==> config.mk <==
export PLATFORM = sky130hd
export DESIGN_NAME = instr_encoder
export DESIGN_NICKNAME = d
export VERILOG_FILES = /design/src/rtl/lapido_isa_pkg.sv /design/src/rtl/sync_fifo.sv /design/src/rtl/instr_encoder.sv
export SDC_FILE = /design/constraint.sdc
export NUM_CORES = 1
export LEC_CHECK = 0
export BUFFER_PORTS_ARGS = -buffer_cell sky130_fd_sc_hd__buf_4
export CAP_MARGIN = 25
export CELL_PAD_IN_SITES_DETAIL_PLACEMENT = 2
export CELL_PAD_IN_SITES_GLOBAL_PLACEMENT = 2
export CORE_UTILIZATION = 43
export CTS_BUF_LIST = sky130_fd_sc_hd__clkbuf_16
export DETAILED_ROUTE_END_ITERATION = 8
export PLACE_DENSITY_LB_ADDON = 0.1
export SLEW_MARGIN = 10
export SYNTH_ARGS = -nofsm -noshare
export SYNTH_HDL_FRONTEND = slang
export SYNTH_SLANG_ARGS = --single-unit
==> constraint.sdc <==
create_clock -name clock -period 5.2 [get_ports clock]
set_clock_uncertainty 0.15 [all_clocks]
set_input_delay 0.52 -clock clock [delete_from_list [all_inputs] [get_ports clock]]
set_output_delay 0.52 -clock clock [all_outputs]
set_load 0.02 [all_outputs]
==> src/rtl/lapido_isa_pkg.sv <==
// lapido_isa_pkg: Lapido instruction-set constants shared by the encoder and decoder
package lapido_isa_pkg;

    // Major class in word[31:29]; 011 and 111 are unassigned
    typedef enum logic [2:0] {
        CLS_NOP    = 3'b000,
        CLS_ALU    = 3'b001,
        CLS_CONST  = 3'b010,
        CLS_MEM    = 3'b100,
        CLS_BRANCH = 3'b101,
        CLS_JUMP   = 3'b110
    } class_e;

    // ALU function codes; 10000..11111 form an open extended range
    localparam logic [4:0] ALU_ADD    = 5'b00000;
    localparam logic [4:0] ALU_SUB    = 5'b00001;
    localparam logic [4:0] ALU_MUL    = 5'b00011;
    localparam logic [4:0] ALU_AND    = 5'b00100;
    localparam logic [4:0] ALU_OR     = 5'b00101;
    localparam logic [4:0] ALU_XOR    = 5'b00110;
    localparam logic [4:0] ALU_SHL    = 5'b01000;
    localparam logic [4:0] ALU_SHR    = 5'b01001;
    localparam logic [4:0] ALU_EXT_LO = 5'b10000;

    localparam logic [4:0] CONST_LOADLIT = 5'd0;
    localparam logic [4:0] CONST_LCH     = 5'd1;
    localparam logic [4:0] CONST_LCL     = 5'd2;

    localparam logic [4:0] MEM_LOAD  = 5'd0;
    localparam logic [4:0] MEM_STORE = 5'd1;

    localparam logic [4:0] BR_BEQ = 5'd1;
    localparam logic [4:0] BR_BNE = 5'd2;

    localparam logic [4:0] JMP_JUMP = 5'd0;
    localparam logic [4:0] JMP_JAL  = 5'd1;
    localparam logic [4:0] JMP_JR   = 5'd2;
    localparam logic [4:0] JMP_COND = 5'd16;

    // Jump conditions occupy 0..9 of the 4-bit field
    localparam logic [3:0] COND_MIN = 4'd0;
    localparam logic [3:0] COND_MAX = 4'd9;

    // Field bit positions within the 32-bit word
    localparam int CLASS_HI   = 31;
    localparam int CLASS_LO   = 29;
    localparam int FUNC_HI    = 28;
    localparam int FUNC_LO    = 24;
    localparam int JCOND_FLAG = 28;
    localparam int COND_HI    = 25;
    localparam int COND_LO    = 22;
    localparam int PAYLOAD_HI = 23;
    localparam int JPAY_HI    = 21;

    function automatic logic alu_func_legal(input logic [4:0] f);
        return f[4] || (f inside {ALU_ADD, ALU_SUB, ALU_MUL, ALU_AND, ALU_OR, ALU_XOR, ALU_SHL, ALU_SHR});
    endfunction

endpackage

==> src/rtl/sync_fifo.sv <==
// sync_fifo: single-clock FIFO exposing its head word combinationally
module sync_fifo #(
    parameter int unsigned DEPTH = 4,
    parameter int unsigned WIDTH = 32
) (
    input  logic             clock,
    input  logic             reset_n,
    input  logic             push,
    input  logic [WIDTH-1:0] wdata,
    input  logic             pop,
    output logic [WIDTH-1:0] rdata,
    output logic             full,
    output logic             empty
);

    localparam int unsigned PW = $clog2(DEPTH);

    logic [WIDTH-1:0] store [DEPTH];
    logic [PW:0]      wr_ptr;
    logic [PW:0]      rd_ptr;
    logic             do_push;
    logic             do_pop;

    // Extra pointer bit distinguishes full from empty when the indices match
    assign empty   = wr_ptr == rd_ptr;
    assign full    = (wr_ptr[PW] != rd_ptr[PW]) && (wr_ptr[PW-1:0] == rd_ptr[PW-1:0]);
    assign do_push = push && !full;
    assign do_pop  = pop && !empty;
    assign rdata   = empty ? '0 : store[rd_ptr[PW-1:0]];

    // Pointer update; reset drops every buffered word
    always_ff @(posedge clock or negedge reset_n) begin
        if (!reset_n) begin
            wr_ptr <= '0;
            rd_ptr <= '0;
        end else begin
            if (do_push) wr_ptr <= wr_ptr + 1'b1;
            if (do_pop) rd_ptr <= rd_ptr + 1'b1;
        end
    end

    // Storage write, no reset needed since the pointers gate visibility
    always_ff @(posedge clock) begin
        if (do_push) store[wr_ptr[PW-1:0]] <= wdata;
    end

endmodule

==> src/rtl/instr_encoder.sv <==
// instr_encoder: encodes symbolic requests into Lapido words and streams them into instruction memory
module instr_encoder
    import lapido_isa_pkg::*;
#(
    parameter int unsigned DEPTH = 4,
    parameter int unsigned AW    = 8,
    parameter int unsigned ECW   = 8
) (
    input  logic          clock,
    input  logic          reset_n,
    input  logic          req_valid,
    output logic          req_ready,
    input  logic [2:0]    req_class,
    input  logic [4:0]    req_func,
    input  logic [3:0]    req_cond,
    input  logic [23:0]   req_payload,
    input  logic          addr_load,
    input  logic [AW-1:0] addr_base,
    output logic          mem_we,
    input  logic          mem_ready,
    output logic [AW-1:0] mem_addr,
    output logic [31:0]   mem_wdata,
    output logic          illegal,
    output logic [ECW-1:0] err_count,
    output logic [AW:0]   words_written,
    output logic          busy
);

    logic [31:0] enc_word;
    logic        enc_legal;
    logic        accept;
    logic        push;
    logic        pop;
    logic        full;
    logic        empty;

    // Combinational encode and legality check of the presented request
    always_comb begin
        enc_word  = '0;
        enc_legal = 1'b0;
        case (req_class)
            CLS_NOP: enc_legal = req_func == '0;
            CLS_ALU: begin
                enc_word  = {CLS_ALU, req_func, req_payload};
                enc_legal = alu_func_legal(req_func);
            end
            CLS_CONST: begin
                enc_word  = {CLS_CONST, 3'b000, req_func[1:0], req_payload};
                enc_legal = req_func <= CONST_LCL;
            end
            CLS_MEM: begin
                enc_word  = {CLS_MEM, 4'b0000, req_func[0], req_payload};
                enc_legal = req_func <= MEM_STORE;
            end
            CLS_BRANCH: begin
                enc_word  = {CLS_BRANCH, req_func[2:0], 2'b00, req_payload};
                enc_legal = req_func == BR_BEQ || req_func == BR_BNE;
            end
            CLS_JUMP: begin
                if (req_func == JMP_COND) begin
                    enc_word  = {CLS_JUMP, 1'b1, 2'b00, req_cond, req_payload[JPAY_HI:0]};
                    enc_legal = req_cond <= COND_MAX && req_payload[PAYLOAD_HI:JPAY_HI+1] == 2'b00;
                end else begin
                    enc_word  = {CLS_JUMP, 1'b0, req_func[3:0], req_payload};
                    enc_legal = req_func <= JMP_JR;
                end
            end
            default: enc_legal = 1'b0;
        endcase
    end

    assign req_ready = !full;
    assign accept    = req_valid && req_ready;
    assign push      = accept && enc_legal;
    assign busy      = !empty;
    assign mem_we    = busy;
    assign pop       = mem_we && mem_ready;

    sync_fifo #(
        .DEPTH (DEPTH),
        .WIDTH (32)
    ) u_fifo (
        .clock   (clock),
        .reset_n (reset_n),
        .push    (push),
        .wdata   (enc_word),
        .pop     (pop),
        .rdata   (mem_wdata),
        .full    (full),
        .empty   (empty)
    );

    // One-cycle illegal pulse and saturating reject counter
    always_ff @(posedge clock or negedge reset_n) begin
        if (!reset_n) begin
            illegal   <= 1'b0;
            err_count <= '0;
        end else begin
            illegal <= accept && !enc_legal;
            if (accept && !enc_legal && err_count != '1) err_count <= err_count + 1'b1;
        end
    end

    // Write address and completed-write count; a load overrides a coinciding pop
    always_ff @(posedge clock or negedge reset_n) begin
        if (!reset_n) begin
            mem_addr      <= '0;
            words_written <= '0;
        end else if (addr_load) begin
            mem_addr      <= addr_base;
            words_written <= '0;
        end else if (pop) begin
            mem_addr      <= mem_addr + 1'b1;
            words_written <= words_written + 1'b1;
        end
    end

endmodule

==> results of run 1 <==
==> stage by stage <==
step,setup WS [ns],power [W],instances,hold WS [ns],util (%)
detailed placement,1.83,0.00350,756,0.328,50.5
CTS,1.87,0.00474,789,0.140,54.2
global placement,1.98,0.00341,756,0.325,50.5
finish,1.93,0.00467,790,0.152,54.3
floorplan,2.09,0.00279,450,0.0744,-
global route,1.70,0.00488,790,0.170,54.3
==> worst register-to-register path: stages (launching register included) <==
cell,delay [ns]
dfrtp_2,0.96
xnor2_1,0.22
a31oi_2,0.49
and3_2,0.90
==> how the worst max path moves through the flow <==
stage,endpoint,start,cells past startpoint,slack (ns)
2_1_floorplan,u_fifo.store[0][0],req_func[1],6,2.09
3_3_place_gp,u_fifo.store[0][4],req_func[2],6,1.98
3_5_place_dp,u_fifo.store[2][4],req_func[1],6,1.83
4_1_cts,mem_wdata[24],u_fifo.rd_ptr[1],5,1.87
5_1_grt,mem_wdata[27],u_fifo.rd_ptr[1],5,1.70
6_report,mem_wdata[24],u_fifo.rd_ptr[1],5,1.93
==> cell usage in the layout (no fill, tap or decap), types with 2 or more instances in the layout <==
master / count
a21oi_1: 3
ha_1: 8
clkinv_4: 2
mux2i_1: 3
a31oi_1: 2
buf_4: 112
nand2b_1: 3
xor2_1: 18
o21ai_0: 15
dfrtp_1: 30
a32o_1: 2
xnor2_1: 14
mux2_2: 2
nor3_2: 2
nand3_1: 6
and3_2: 3
nor2b_1: 34
nand4_1: 6
nand2_1: 30
edfxtp_1: 128
nor2_1: 15
inv_8: 4
mux4_2: 32
nor3_1: 6
and2_1: 22
and3_1: 5
inv_6: 5
clkinvlp_4: 3
dfrtp_2: 2
o211ai_1: 2
clkbuf_16: 17
inv_1: 10
nor4_1: 4
==> cells in the mapped netlist, types with 2 or more instances <==
library cell,count
edfxtp_1,128
nor2b_1,34
dfrtp_1,32
mux4_2,32
nand2_1,30
and2_1,22
xor2_1,18
nor2_1,15
o21ai_0,15
xnor2_1,14
clkbuf_1,12
inv_1,10
and3_1,8
buf_2,8
ha_1,8
nor3_1,7
nand3_1,6
nand4_1,6
a21oi_1,4
nor4_1,4
mux2i_1,3
nand2b_1,3
a31oi_1,2
a32o_1,2
buf_4,2
mux2_2,2
o211ai_1,2
==> kinds of logic (layout without fill, tap and decap cells) <==
family / after synthesis / in the layout / synth area share [%]
AO/OA/AOI/OAI: 36 / 36 / 3.99
XOR/XNOR: 32 / 32 / 3.99
multiplexers: 39 / 39 / 11.4
AND/OR/NAND/NOR: 143 / 143 / 11.2
flip-flops: 160 / 160 / 66.0
adder cells (fa/ha/maj): 8 / 8 / 1.42
buffers and inverters: 32 / 156 / 1.96
==> layer usage <==
| layer | share of wire, % | global-route usage, % |
|---|---|---|
| met1 | 40 | 27.9 |
| met2 | 55 | 42.6 |
| met3 | 3.3 | 4.59 |
| met4 | 1.8 | 8.55 |
| met5 | 0 | 0 |
==> final cells by class <==
| cell class | instances | area (um^2) | share of cell area, % |
|---|---|---|---|
| clock buffer | 17 | 425 | 4.92 |
| sequential | 160 | 4650 | 53.7 |
| inverter | 10 | 37.5 | 0.434 |
| clock inverter | 15 | 145 | 1.68 |
| tap | 216 | 270 | 3.12 |
| timing repair buffer | 114 | 866 | 10.0 |
| multi-input combinational | 258 | 2260 | 26.2 |
==> where the power goes <==
part	total [W]	leakage, nW	internal [W]	switching, W
clock	0.00122	0.272	0.000636	0.000583
sequential	0.00167	1.57	0.00151	0.000158
combinational	0.00179	1.43	0.000798	0.000989
==> sequential cells by signal, summed over array words and instances, names as in the netlist <==
name / cells
err_count: 8
illegal: 1
mem_addr: 8
u_fifo.rd_ptr: 3
u_fifo.store: 128
u_fifo.wr_ptr: 3
words_written: 9
==> repair_timing <==
item                                    4_1_cts  5_1_grt
gates resized for setup                       0        0
hold buffers                                  1        0
hold endpoints to repair                     32        0
endpoints found under the setup margin        0        0
==> results_tabular.tex, run 1 <==
\begin{tabular}{lr}
\hline
Metric & Value \\
\hline
\multicolumn{2}{l}{\textbf{Status}} \\
\quad Result of the run & complete, no violations \\
\multicolumn{2}{l}{\textbf{CTS}} \\
\quad Post-CTS Setup Repair Bufs & 0 \\
\quad Clock latency reported for the late side of the worst-skew pair & 0.43 ns \\
\quad CTS Buf Count & 17 \\
\quad Number of clock sinks seen by CTS & 160 \\
\quad Root buffer selected by CTS & clkbuf\_16 \\
\quad Clock transition at the register clock pins on the worst setup and hold paths after CTS & 0.07 ns \\
\quad Buffer depth of the longest clock path & 2 \\
\quad CTS tree & done \\
\quad Max H-tree Level & 4 \\
\multicolumn{2}{l}{\textbf{Logic synthesis}} \\
\quad Number of enable-type register cells in the synthesized netlist & 128 \\
\quad Post-synth ARST share & 20.0\% \\
\quad Top\_reg\_cell synth & edfxtp\_1 \\
\quad Avg Synthesized Cell Area & 15.6 um\^{}2 \\
\quad Post-synthesis instance area & 7030 um\^{}2 \\
\quad Sequential-to-total area share from yosys stat & 66.0\% \\
\quad Flip-flop and latch count after synthesis & 160 \\
\quad Area leader, netlist & edfxtp\_1 \\
\quad Count of unique library cells instantiated by Yosys & 48 \\
\quad Top-area cell type share of the netlist area & 54.7\% \\
\quad Top post-synthesis cells by area & edfxtp\_1 55\%, dfrtp\_1 11\%, mux4\_2 10\%, nor2b\_1 3.0\%, xor2\_1 2.2\% \\
\quad Warnings from Yosys & 0 \\
\quad Post-synthesis cell count & 450 \\
\quad Net count after synthesis & 507 \\
\multicolumn{2}{l}{\textbf{Placed design}} \\
\quad Area after DPL & 8060 um\^{}2 \\
\quad Placed wire-length estimate after detailed placement & 11900 um \\
\quad Port Buffers & 109 \\
\quad Gp weighted congestion & 0.761 \\
\multicolumn{2}{l}{\textbf{STA}} \\
\quad Slew of the pin with the lowest slew margin & 0.913 ns \\
\quad Remaining max-slew budget at the tightest pin & 39.1\% \\
\quad RSZ-0062 raised after global routing & false \\
\quad Setup TNS & 0 ns \\
\quad Final Hold Viols & 0 \\
\quad Final setup violation count & 0 \\
\quad Final Slew Violations & 0 \\
\quad Maximum clock frequency & 0.306 GHz \\
\quad Portion of the clock cycle consumed by the worst path in the final layout & 62.9\% \\
\quad Final critical delay including setup and external delays & 3.27 ns \\
\multicolumn{2}{l}{\textbf{Final layout}} \\
\quad Fill cells & 1472 \\
\quad Layout cell share with drive strength beyond 1 & 34.1\% \\
\quad Area Overhead vs Synth & 23.1\% \\
\quad Fin area & 8650 um\^{}2 \\
\quad Diode count & 0 \\
\quad Nets & 618 \\
\multicolumn{2}{l}{\textbf{Power and ir drop}} \\
\quad Pwr Density & 540 nW/um\^{}2 \\
\quad Worst vdd ir & 0.285 mV \\
\quad Leakage power total & 3.28 nW \\
\multicolumn{2}{l}{\textbf{Setup path}} \\
\quad Register-to-Register Path Depth & 3 \\
\quad Critical R2R Capture & u\_fifo.store[0][0] \\
\quad Highest net fanout along the worst path & 36 \\
\quad Category of cells accounting for the largest share of critical-path delay & flip-flops \\
\quad Data required time of the critical path & 4.53 ns \\
\quad Type of the setup path with the least slack & reg -> out \\
\quad Type of element launching the critical path & register \\
\quad Crit Reg-Reg Startpoint & u\_fifo.rd\_ptr[1] \\
\quad Worst path max stage delay & 0.96 ns \\
\quad Critical-path cell with the highest stage delay & dfrtp\_2 \\
\quad CP dominant cell by count & buf\_4 \\
\quad Data arrival time of the critical path & 2.60 ns \\
\quad Number of buffer and inverter stages on the critical path & 2 \\
\quad Critical path capture point type & output pin \\
\quad Flop-to-flop setup slack & 2.08 ns \\
\quad Cell-by-cell trace of the critical path & xor2\_1 -> nor3\_2 -> buf\_4 -> nor2b\_1 -> buf\_4 \\
\multicolumn{2}{l}{\textbf{Detailed routing}} \\
\quad Vias per inst & 5.39 \\
\quad Total via count in the routed design & 4261 \\
\quad Total wire length after detailed routing & 18400 um \\
\quad DR WL/cell & 23.3 um \\
\quad Antenna Violating Nets Remaining & 0 \\
\quad Count of unresolved DRC violations after routing & 0 \\
\quad Initial detailed-routing violation count & 218 \\
\quad Pre-antenna DRT Iters & 4 \\
\multicolumn{2}{l}{\textbf{GRT}} \\
\quad First-pass GRT wire length & 28000 um \\
\quad Initial antenna violation count & 0 \\
\quad Grt ovf & 0 \\
\quad Maximum number of pins on one net before global-route repair & 37 \\
\quad Vias in the first global route & 4720 \\
\quad Tot GR Track Use & 23.6\% \\
\multicolumn{2}{l}{\textbf{Floorplan}} \\
\quad Die Span Y & 130 um \\
\quad Number of rows in the core area & 46 \\
\quad I/O pin cnt & 110 \\
\quad Placeable core region & 15900 um\^{}2 \\
\quad Horizontal die dimension & 130 um \\
\quad Die outline area & 16900 um\^{}2 \\
\quad Effective utilization at floorplan & 44.1\% \\
\multicolumn{2}{l}{\textbf{Worst hold path}} \\
\quad Endpoint, Worst Hold & mem\_addr[5] \\
\quad Worst min-delay path category & in -> reg \\
\quad Worst hold path stage count & 3 \\
\quad Hold Startpoint & addr\_base[5] \\
\multicolumn{2}{l}{\textbf{Run}} \\
\quad Number of max-capacitance violations reported & 0 \\
\hline
\end{tabular}
Note: power is estimated with default switching activity, not from simulation.
==> run 2, diff against run 1 <==
CORE_UTILIZATION = 36   (was 43)
clock period = 3 ns   (was 5.2 ns; I/O delays follow)
==> run 2 against run 1 <==
  * Global-route usage shrank 5.1 points
  * Utilization shrank 7.5 points
  * Sequential share of layout area shrank 1.3 points
  * Sequential cell count is the same
  * Worst hold slack lost 0.058 ns
  * Clock power grew 61%
  * Sequential power grew 69%
  * Count of clock-buffer cells in the layout is the same
  * Power grew 71%
  * Final area grew 2.5%
  * Register-to-register slack lost 1.4 ns
  * First-iteration DRC count shrank 25%
  * Largest cell class unchanged
  * Largest power group unchanged
==> results_tabular.tex, run 2 (same netlist as run 1, synthesis figures left out) <==
\begin{tabular}{lr}
\hline
Metric & Value \\
\hline
\multicolumn{2}{l}{\textbf{Status}} \\
\quad Result of the run & complete, no violations \\
\multicolumn{2}{l}{\textbf{STA}} \\
\quad RSZ-0062 raised after global routing & false \\
\quad Remaining max-slew budget at the tightest pin & 43.0\% (+3.9 points) \\
\quad Final Slew Violations & 0 (unchanged) \\
\quad Slew of the pin with the lowest slew margin & 0.846 ns (-0.0673 ns) \\
\quad Final setup violation count & 0 (unchanged) \\
\quad Setup TNS & 0 ns (unchanged) \\
\quad Portion of the clock cycle consumed by the worst path in the final layout & 87.0\% \\
\quad Final Hold Viols & 0 (unchanged) \\
\quad Maximum clock frequency & 0.383 GHz \\
\quad Final critical delay including setup and external delays & 2.61 ns \\
\multicolumn{2}{l}{\textbf{Detailed routing}} \\
\quad Max layer used & met4 \\
\quad Initial detailed-routing violation count & 163 (-25\%) \\
\quad Wl on met1 & 7470 um (+0.74\%) \\
\quad Pre-antenna DRT Iters & 4 (unchanged) \\
\quad DR WL/cell & 20.1 um (-14\%) \\
\quad Total wire length after detailed routing & 17200 um (-6.4\%) \\
\quad Amount of wire on met3 after detailed routing & 588 um (-1.7\%) \\
\quad Vias per inst & 4.94 (-8.4\%) \\
\quad Antenna Violating Nets Remaining & 0 (unchanged) \\
\quad Count of unresolved DRC violations after routing & 0 (unchanged) \\
\quad Met2 layer wire length in the routed design & 8940 um (-11\%) \\
\quad Total via count in the routed design & 4226 (-0.82\%) \\
\multicolumn{2}{l}{\textbf{CTS}} \\
\quad Number of clock sinks seen by CTS & 160 (unchanged) \\
\quad CTS tree & done \\
\quad Buffer depth of the longest clock path & 2 (unchanged) \\
\quad CTS Buf Count & 17 (unchanged) \\
\quad Root buffer selected by CTS & clkbuf\_16 \\
\quad Max H-tree Level & 4 (unchanged) \\
\quad Clock latency reported for the late side of the worst-skew pair & 0.42 ns (about the same) \\
\quad Post\_cts resized & 0 (unchanged) \\
\quad Clock transition at the register clock pins on the worst setup and hold paths after CTS & 0.07 ns (about the same) \\
\quad Post-CTS Setup Repair Bufs & 0 (unchanged) \\
\multicolumn{2}{l}{\textbf{GRT}} \\
\quad First-pass GRT wire length & 27400 um (-2.1\%) \\
\quad Initial antenna violation count & 0 (unchanged) \\
\quad Vias in the first global route & 4813 (+2.0\%) \\
\quad Grt ovf & 0 (unchanged) \\
\quad Tot GR Track Use & 18.5\% (-5.1 points) \\
\quad Maximum number of pins on one net before global-route repair & 33 (-11\%) \\
\multicolumn{2}{l}{\textbf{Final layout}} \\
\quad Max FFs per register & 128 (unchanged) \\
\quad Layout cell share with drive strength beyond 1 & 35.0\% (+0.81 points) \\
\quad Area of the multi-input gates & 2260 um\^{}2 (unchanged) \\
\quad Area Overhead vs Synth & 26.2\% \\
\quad Most frequent cells in the layout & 128 x edfxtp\_1, 124 x buf\_4, 34 x nor2b\_1 \\
\quad Most common library cell in the layout ignoring fill and taps & edfxtp\_1 \\
\quad Diode count & 0 (unchanged) \\
\quad Fill cells & 1828 (+24\%) \\
\quad Nets & 639 (+3.4\%) \\
\quad Sequential Area & 4650 um\^{}2 (unchanged) \\
\multicolumn{2}{l}{\textbf{Setup path}} \\
\quad Type of element launching the critical path & register \\
\quad Critical path capture point type & output pin \\
\quad Data required time of the critical path & 2.55 ns (-1.98 ns) \\
\quad Data arrival time of the critical path & 2.16 ns (-0.44 ns) \\
\quad Highest net fanout along the worst path & 24 (-33\%) \\
\quad Type of the setup path with the least slack & reg -> out \\
\multicolumn{2}{l}{\textbf{Floorplan}} \\
\quad Die Span Y & 142 um (+9.1\%) \\
\quad Die outline area & 20100 um\^{}2 (+19\%) \\
\quad Effective utilization at floorplan & 37.1\% (-7.0 points) \\
\quad Horizontal die dimension & 142 um (+9.1\%) \\
\quad Placeable core region & 19000 um\^{}2 (+19\%) \\
\quad I/O pin cnt & 110 (unchanged) \\
\quad Number of rows in the core area & 50 (+8.7\%) \\
\multicolumn{2}{l}{\textbf{Power and ir drop}} \\
\quad Worst vdd ir & 0.612 mV (+110\%) \\
\quad Sum of internal, switching and leakage power & 0.00800 W (+71\%) \\
\quad Pwr Density & 902 nW/um\^{}2 (+67\%) \\
\quad Leakage power total & 3.37 nW (+2.8\%) \\
\multicolumn{2}{l}{\textbf{Run}} \\
\quad Number of max-capacitance violations reported & 0 (unchanged) \\
\multicolumn{2}{l}{\textbf{Placed design}} \\
\quad Gp weighted congestion & 0.801 (+5.3\%) \\
\quad Placed wire-length estimate after detailed placement & 11900 um (about the same) \\
\quad Port Buffers & 109 (unchanged) \\
\multicolumn{2}{l}{\textbf{Worst hold path}} \\
\quad Worst min-delay path category & in -> reg \\
\hline
\end{tabular}
## run 2: cell count changes in the layout (fill, tap and decap cells not counted)
cell           change
buf_4             +12
dlygate4sd3_1      +8
clkinv_2           +3
inv_8              -3
buf_12             +2
clkinv_4           +2
inv_6              -2
buf_8              -1
clkinv_1           +1
clkinv_8           -1
## run 2: cell type report
type,count,share of cell area [%]
Sequential cell,160,52.4
Tap cell,260,3.67
Clock buffer,17,4.79
Timing Repair Buffer,135,12.0
Clock inverter,15,1.28
Multi-Input combinational cell,258,25.5
Inverter,10,0.423
## run 2: what timing repair did
item,in CTS,in global routing
hold buffers,9,0
endpoints found under the hold margin,40,0
endpoints found under the setup margin,0,0
## run 2: report_power, final
| part | total, W | internal [W] | switching [W] |
|---|---|---|---|
| registers | 0.00282 | 0.00261 | 0.000208 |
| clock network | 0.00197 | 0.00107 | 0.000906 |
| logic | 0.00321 | 0.00144 | 0.00177 |
| total | 0.00800 | 0.00512 | 0.00288 |
## run 2: final timing paths
kind                                       start                 end  slack, ns  depth (start not counted)
worst max-delay path            u_fifo.rd_ptr[0]       mem_wdata[21]       0.39                          4
worst min-delay path                   addr_load    words_written[8]       0.09                          2
worst max register to register  u_fifo.rd_ptr[1]  u_fifo.store[3][7]       0.64                          5
worst min register to register      err_count[6]        err_count[6]       0.35                          1
max in group asynchronous                reset_n    u_fifo.rd_ptr[0]       2.13                          2
min in group asynchronous                reset_n    words_written[7]       0.21                          2
## run 2: through the flow
step	hold slack (ns)	util, %	instance area [um^2]	setup WS [ns]	instances
finish	0.0935	46.8	8870	0.389	855
global route	0.0939	46.8	8870	0.264	855
CTS	0.0746	46.8	8870	0.334	855
detailed placement	0.128	43.5	8240	0.349	814
global placement	0.130	43.5	8240	0.473	814
floorplan	-0.146	-	7030	0.109	450
## run 2: per-layer routing
metal | vias up | GRT usage, %
met2 | 78 | 32.4
met1 | 2183 | 23.3
met4 | 0 | 5.77
met5 | - | 0
met3 | 14 | 3.27
li1 | 1951 | -
## run 2: critical path, stage by stage, from the launching register on
cell     delay (ns)
dfrtp_2        0.38
buf_4          0.44
mux4_2         0.60
nor2b_1        0.15
buf_4          0.16
==> run 3, diff against run 2 <==
ABC_AREA = 1   (was not set)
CORE_UTILIZATION = 33   (was 36)
==> run 3 against run 2 <==
  * Global-route usage rose by 1.1 points
  * Worst hold slack got worse by 0.075 ns
  * Power rose by 12%
  * Count of clock-buffer cells in the layout did not move
  * Final area rose by 4.1%
  * Non-clock buffer count fell by 5
  * Sequential share of layout area fell by 2.0 points
  * Fmax fell by 7.4%
  * Combinational power rose by 22%
  * Largest power group unchanged
==> results_tabular.tex, run 3 <==
\begin{tabular}{lr}
\hline
Metric & Value \\
\hline
\multicolumn{2}{l}{\textbf{Status}} \\
\quad Result of the run & complete, no violations \\
\multicolumn{2}{l}{\textbf{Setup path}} \\
\quad Cell-by-cell trace of the critical path & inv\_2 -> buf\_12 -> nor2\_1 -> o32ai\_1 -> nand2\_1 -> inv\_1 -> buf\_4 \\
\quad Critical-path cell with the highest stage delay & inv\_2 \\
\quad Category of cells accounting for the largest share of critical-path delay & buffers and inverters \\
\quad Register-to-Register Path Depth & 7 (+2) \\
\quad Data required time of the critical path & 2.55 ns (about the same) \\
\quad Worst path max stage delay & 0.58 ns (-0.02 ns) \\
\quad Flop-to-flop setup slack & 0.68 ns (+0.04 ns) \\
\quad Type of element launching the critical path & register \\
\quad Number of buffer and inverter stages on the critical path & 4 (+2) \\
\quad Critical path capture point type & output pin \\
\quad Critical R2R Capture & u\_fifo.store[3][8] \\
\quad Crit Reg-Reg Startpoint & u\_fifo.wr\_ptr[0] \\
\quad Data arrival time of the critical path & 2.37 ns (+0.21 ns) \\
\quad Highest net fanout along the worst path & 37 (+54\%) \\
\quad Type of the setup path with the least slack & reg -> out \\
\multicolumn{2}{l}{\textbf{Logic synthesis}} \\
\quad Net count after synthesis & 768 (+51\%) \\
\quad Top\_reg\_cell synth & edfxtp\_1 \\
\quad Avg Synthesized Cell Area & 10.4 um\^{}2 (-34\%) \\
\quad Post-synthesis cell count & 711 (+58\%) \\
\quad Top post-synthesis cells by area & edfxtp\_1 52\%, dfrtp\_1 11\%, nor2\_1 7.3\%, nand2\_1 6.2\%, inv\_1 4.4\% \\
\quad Area leader, netlist & edfxtp\_1 \\
\quad Flip-flop and latch count after synthesis & 160 (unchanged) \\
\quad Post-synth ARST share & 20.0\% (unchanged) \\
\quad Sequential-to-total area share from yosys stat & 63.1\% (-3.0 points) \\
\quad Warnings from Yosys & 0 (unchanged) \\
\quad Top-area cell type share of the netlist area & 52.2\% (-2.5 points) \\
\quad Leading post-synthesis cells by instance count & 144 x nor2\_1, 128 x edfxtp\_1, 122 x nand2\_1 \\
\quad Post-synthesis instance area & 7360 um\^{}2 (+4.7\%) \\
\quad Most common cell in the synthesized netlist & nor2\_1 \\
\quad Number of enable-type register cells in the synthesized netlist & 128 (unchanged) \\
\quad Count of unique library cells instantiated by Yosys & 37 (-23\%) \\
\multicolumn{2}{l}{\textbf{STA}} \\
\quad Slew of the pin with the lowest slew margin & 0.787 ns (-0.0590 ns) \\
\quad Final critical delay including setup and external delays & 2.82 ns (+0.209 ns) \\
\quad Maximum clock frequency & 0.355 GHz (-7.4\%) \\
\quad Portion of the clock cycle consumed by the worst path in the final layout & 94.0\% (+7.0 points) \\
\quad Final Slew Violations & 0 (unchanged) \\
\quad Min setup slack post-route & 0.180 ns (-0.209 ns) \\
\quad Final Hold Viols & 0 (unchanged) \\
\quad RSZ-0062 raised after global routing & false \\
\quad Final setup violation count & 0 (unchanged) \\
\quad Remaining max-slew budget at the tightest pin & 47.4\% (+4.5 points) \\
\multicolumn{2}{l}{\textbf{Final layout}} \\
\quad Most frequent cells in the layout & 139 x nor2\_1, 128 x edfxtp\_1, 122 x nand2\_1 \\
\quad Share of the core filled with cells & 42.3\% (-4.5 points) \\
\quad Most common library cell in the layout ignoring fill and taps & nor2\_1 \\
\quad Sequential Area & 4650 um\^{}2 (unchanged) \\
\quad Layout cell share with drive strength beyond 1 & 21.5\% (-13 points) \\
\quad Fill cells & 2312 (+26\%) \\
\quad Max FFs per register & 128 (unchanged) \\
\quad Diode count & 0 (unchanged) \\
\quad Nets & 887 (+39\%) \\
\quad Area of the multi-input gates & 2260 um\^{}2 (-0.17\%) \\
\quad Area Overhead vs Synth & 25.4\% \\
\multicolumn{2}{l}{\textbf{Run}} \\
\quad Number of max-capacitance violations reported & 0 (unchanged) \\
\multicolumn{2}{l}{\textbf{Power and ir drop}} \\
\quad Worst vdd ir & 0.394 mV (-36\%) \\
\quad Sum of internal, switching and leakage power & 0.00892 W (+12\%) \\
\quad Leakage power total & 3.97 nW (+18\%) \\
\quad Pwr Density & 966 nW/um\^{}2 (+7.2\%) \\
\multicolumn{2}{l}{\textbf{CTS}} \\
\quad Buffer depth of the longest clock path & 2 (unchanged) \\
\quad CTS Buf Count & 17 (unchanged) \\
\quad Clock transition at the register clock pins on the worst setup and hold paths after CTS & 0.07 ns (about the same) \\
\quad Post-CTS Setup Repair Bufs & 0 (unchanged) \\
\quad Max H-tree Level & 4 (unchanged) \\
\quad Root buffer selected by CTS & clkbuf\_16 \\
\quad Clock latency reported for the late side of the worst-skew pair & 0.43 ns (about the same) \\
\quad CTS tree & done \\
\quad Number of clock sinks seen by CTS & 160 (unchanged) \\
\multicolumn{2}{l}{\textbf{Floorplan}} \\
\quad Number of rows in the core area & 54 (+8.0\%) \\
\quad I/O pin cnt & 110 (unchanged) \\
\quad Horizontal die dimension & 151 um (+6.8\%) \\
\quad Die Span Y & 151 um (+6.8\%) \\
\quad Placeable core region & 21800 um\^{}2 (+15\%) \\
\quad Effective utilization at floorplan & 33.7\% (-3.4 points) \\
\quad Die outline area & 22900 um\^{}2 (+14\%) \\
\multicolumn{2}{l}{\textbf{Placed design}} \\
\quad Placed wire-length estimate after detailed placement & 14200 um (+20\%) \\
\quad Setup WS pre-CTS & 0.492 ns (+0.143 ns) \\
\quad Port Buffers & 109 (unchanged) \\
\quad Gp weighted congestion & 0.799 (-0.25\%) \\
\multicolumn{2}{l}{\textbf{Detailed routing}} \\
\quad DR WL/cell & 18.6 um (-7.7\%) \\
\quad Total wire length after detailed routing & 20900 um (+21\%) \\
\quad Vias per inst & 4.91 (-0.68\%) \\
\quad Pre-antenna DRT Iters & 4 (unchanged) \\
\quad Total via count in the routed design & 5513 (+30\%) \\
\quad Initial detailed-routing violation count & 192 (+18\%) \\
\quad Count of unresolved DRC violations after routing & 0 (unchanged) \\
\quad Antenna Violating Nets Remaining & 0 (unchanged) \\
\multicolumn{2}{l}{\textbf{GRT}} \\
\quad First-pass GRT wire length & 33300 um (+21\%) \\
\quad Vias in the first global route & 6163 (+28\%) \\
\quad Tot GR Track Use & 19.6\% (+1.1 points) \\
\quad Initial antenna violation count & 0 (unchanged) \\
\quad Grt ovf & 0 (unchanged) \\
\quad Maximum number of pins on one net before global-route repair & 67 (+100\%) \\
\multicolumn{2}{l}{\textbf{Worst hold path}} \\
\quad Endpoint, Worst Hold & mem\_addr[1] \\
\quad Hold Startpoint & addr\_base[1] \\
\quad Worst min-delay path category & in -> reg \\
\quad Worst hold path stage count & 3 (+1) \\
\hline
\end{tabular}
==> run 3: cell types whose count changed in the layout (fill, tap and decap cells not counted), sizes merged, moves of 28 or more <==
cell	previous run	this run
mux4	32	0
nand2	30	127
inv	14	92
nor2b	34	0
o21ai	16	44
nor2	15	147
o32ai	0	32
==> run 3: what timing repair did <==
action,4_1_cts,5_1_grt
hold buffers,7,0
resized for setup,0,0
endpoints found under the hold margin,38,0
==> run 3: kinds of logic after synthesis <==
kind of cell,after synthesis,share of synthesized area [%]
AOI/OAI and AO/OA,91,8.22
xor gates and xnor gates,21,2.70
adders and majority gates,8,1.36
buffers and inverters,119,6.68
DFF,160,63.1
muxes,1,0.136
and+or+nand+nor,311,17.8
==> run 3: cell type report <==
class | count | share of cell area (%)
clock buffer | 17 | 4.61
clock inverter | 15 | 2.02
inverter | 89 | 3.62
multi-input combinational | 432 | 24.5
sequential | 160 | 50.3
tap | 280 | 3.79
timing repair buffer | 130 | 11.2
==> run 3: layer usage <==
metal / track usage [%] / up-vias / part of all wire, %
li1: - / 2621 / -
met1: 22.7 / 2790 / 42
met2: 36.4 / 85 / 54
met3: 4.40 / 17 / 3.2
met4: 4.55 / 0 / 0.99
met5: 0 / - / 0
==> run 3: how the worst max path moves through the flow <==
stage / end / slack [ns] / cells past startpoint / from
6_report: mem_wdata[23] / 0.18 / 7 / u_fifo.rd_ptr[0]
5_1_grt: mem_wdata[23] / 0.01 / 7 / u_fifo.rd_ptr[0]
4_1_cts: mem_wdata[23] / 0.1 / 7 / u_fifo.rd_ptr[0]
3_5_place_dp: u_fifo.store[3][6] / 0.49 / 9 / req_func[1]
3_3_place_gp: u_fifo.store[3][6] / 0.58 / 9 / req_func[2]
2_1_floorplan: u_fifo.store[3][0] / -0.07 / 6 / u_fifo.wr_ptr[1]
==> run 3: tightest hold or removal path: cells and delay by family <==
kind            cells  cell delay (ns)
buf+inv             1             0.08
compound gates      1             0.12
mux                 1             0.06
==> run 3: power by group <==
group / switching, W / leakage (nW) / internal [W]
combinational: 0.00248 / 2.09 / 0.00143
sequential: 0.000168 / 1.58 / 0.00259
clock: 0.000929 / 0.299 / 0.00132
==> run 3: metrics by stage <==
step | instances | TNS [ns] | area (um^2) | hold slack, ns
after detailed placement | 1084 | 0 | 8550 | 0.135
after global routing | 1123 | 0 | 9230 | 0.0138
after floorplan | 711 | -9.27 | 7360 | -0.146
after global placement | 1084 | 0 | 8550 | 0.132
final | 1123 | 0 | 9230 | 0.0186
after CTS | 1123 | 0 | 9230 | 0.00452
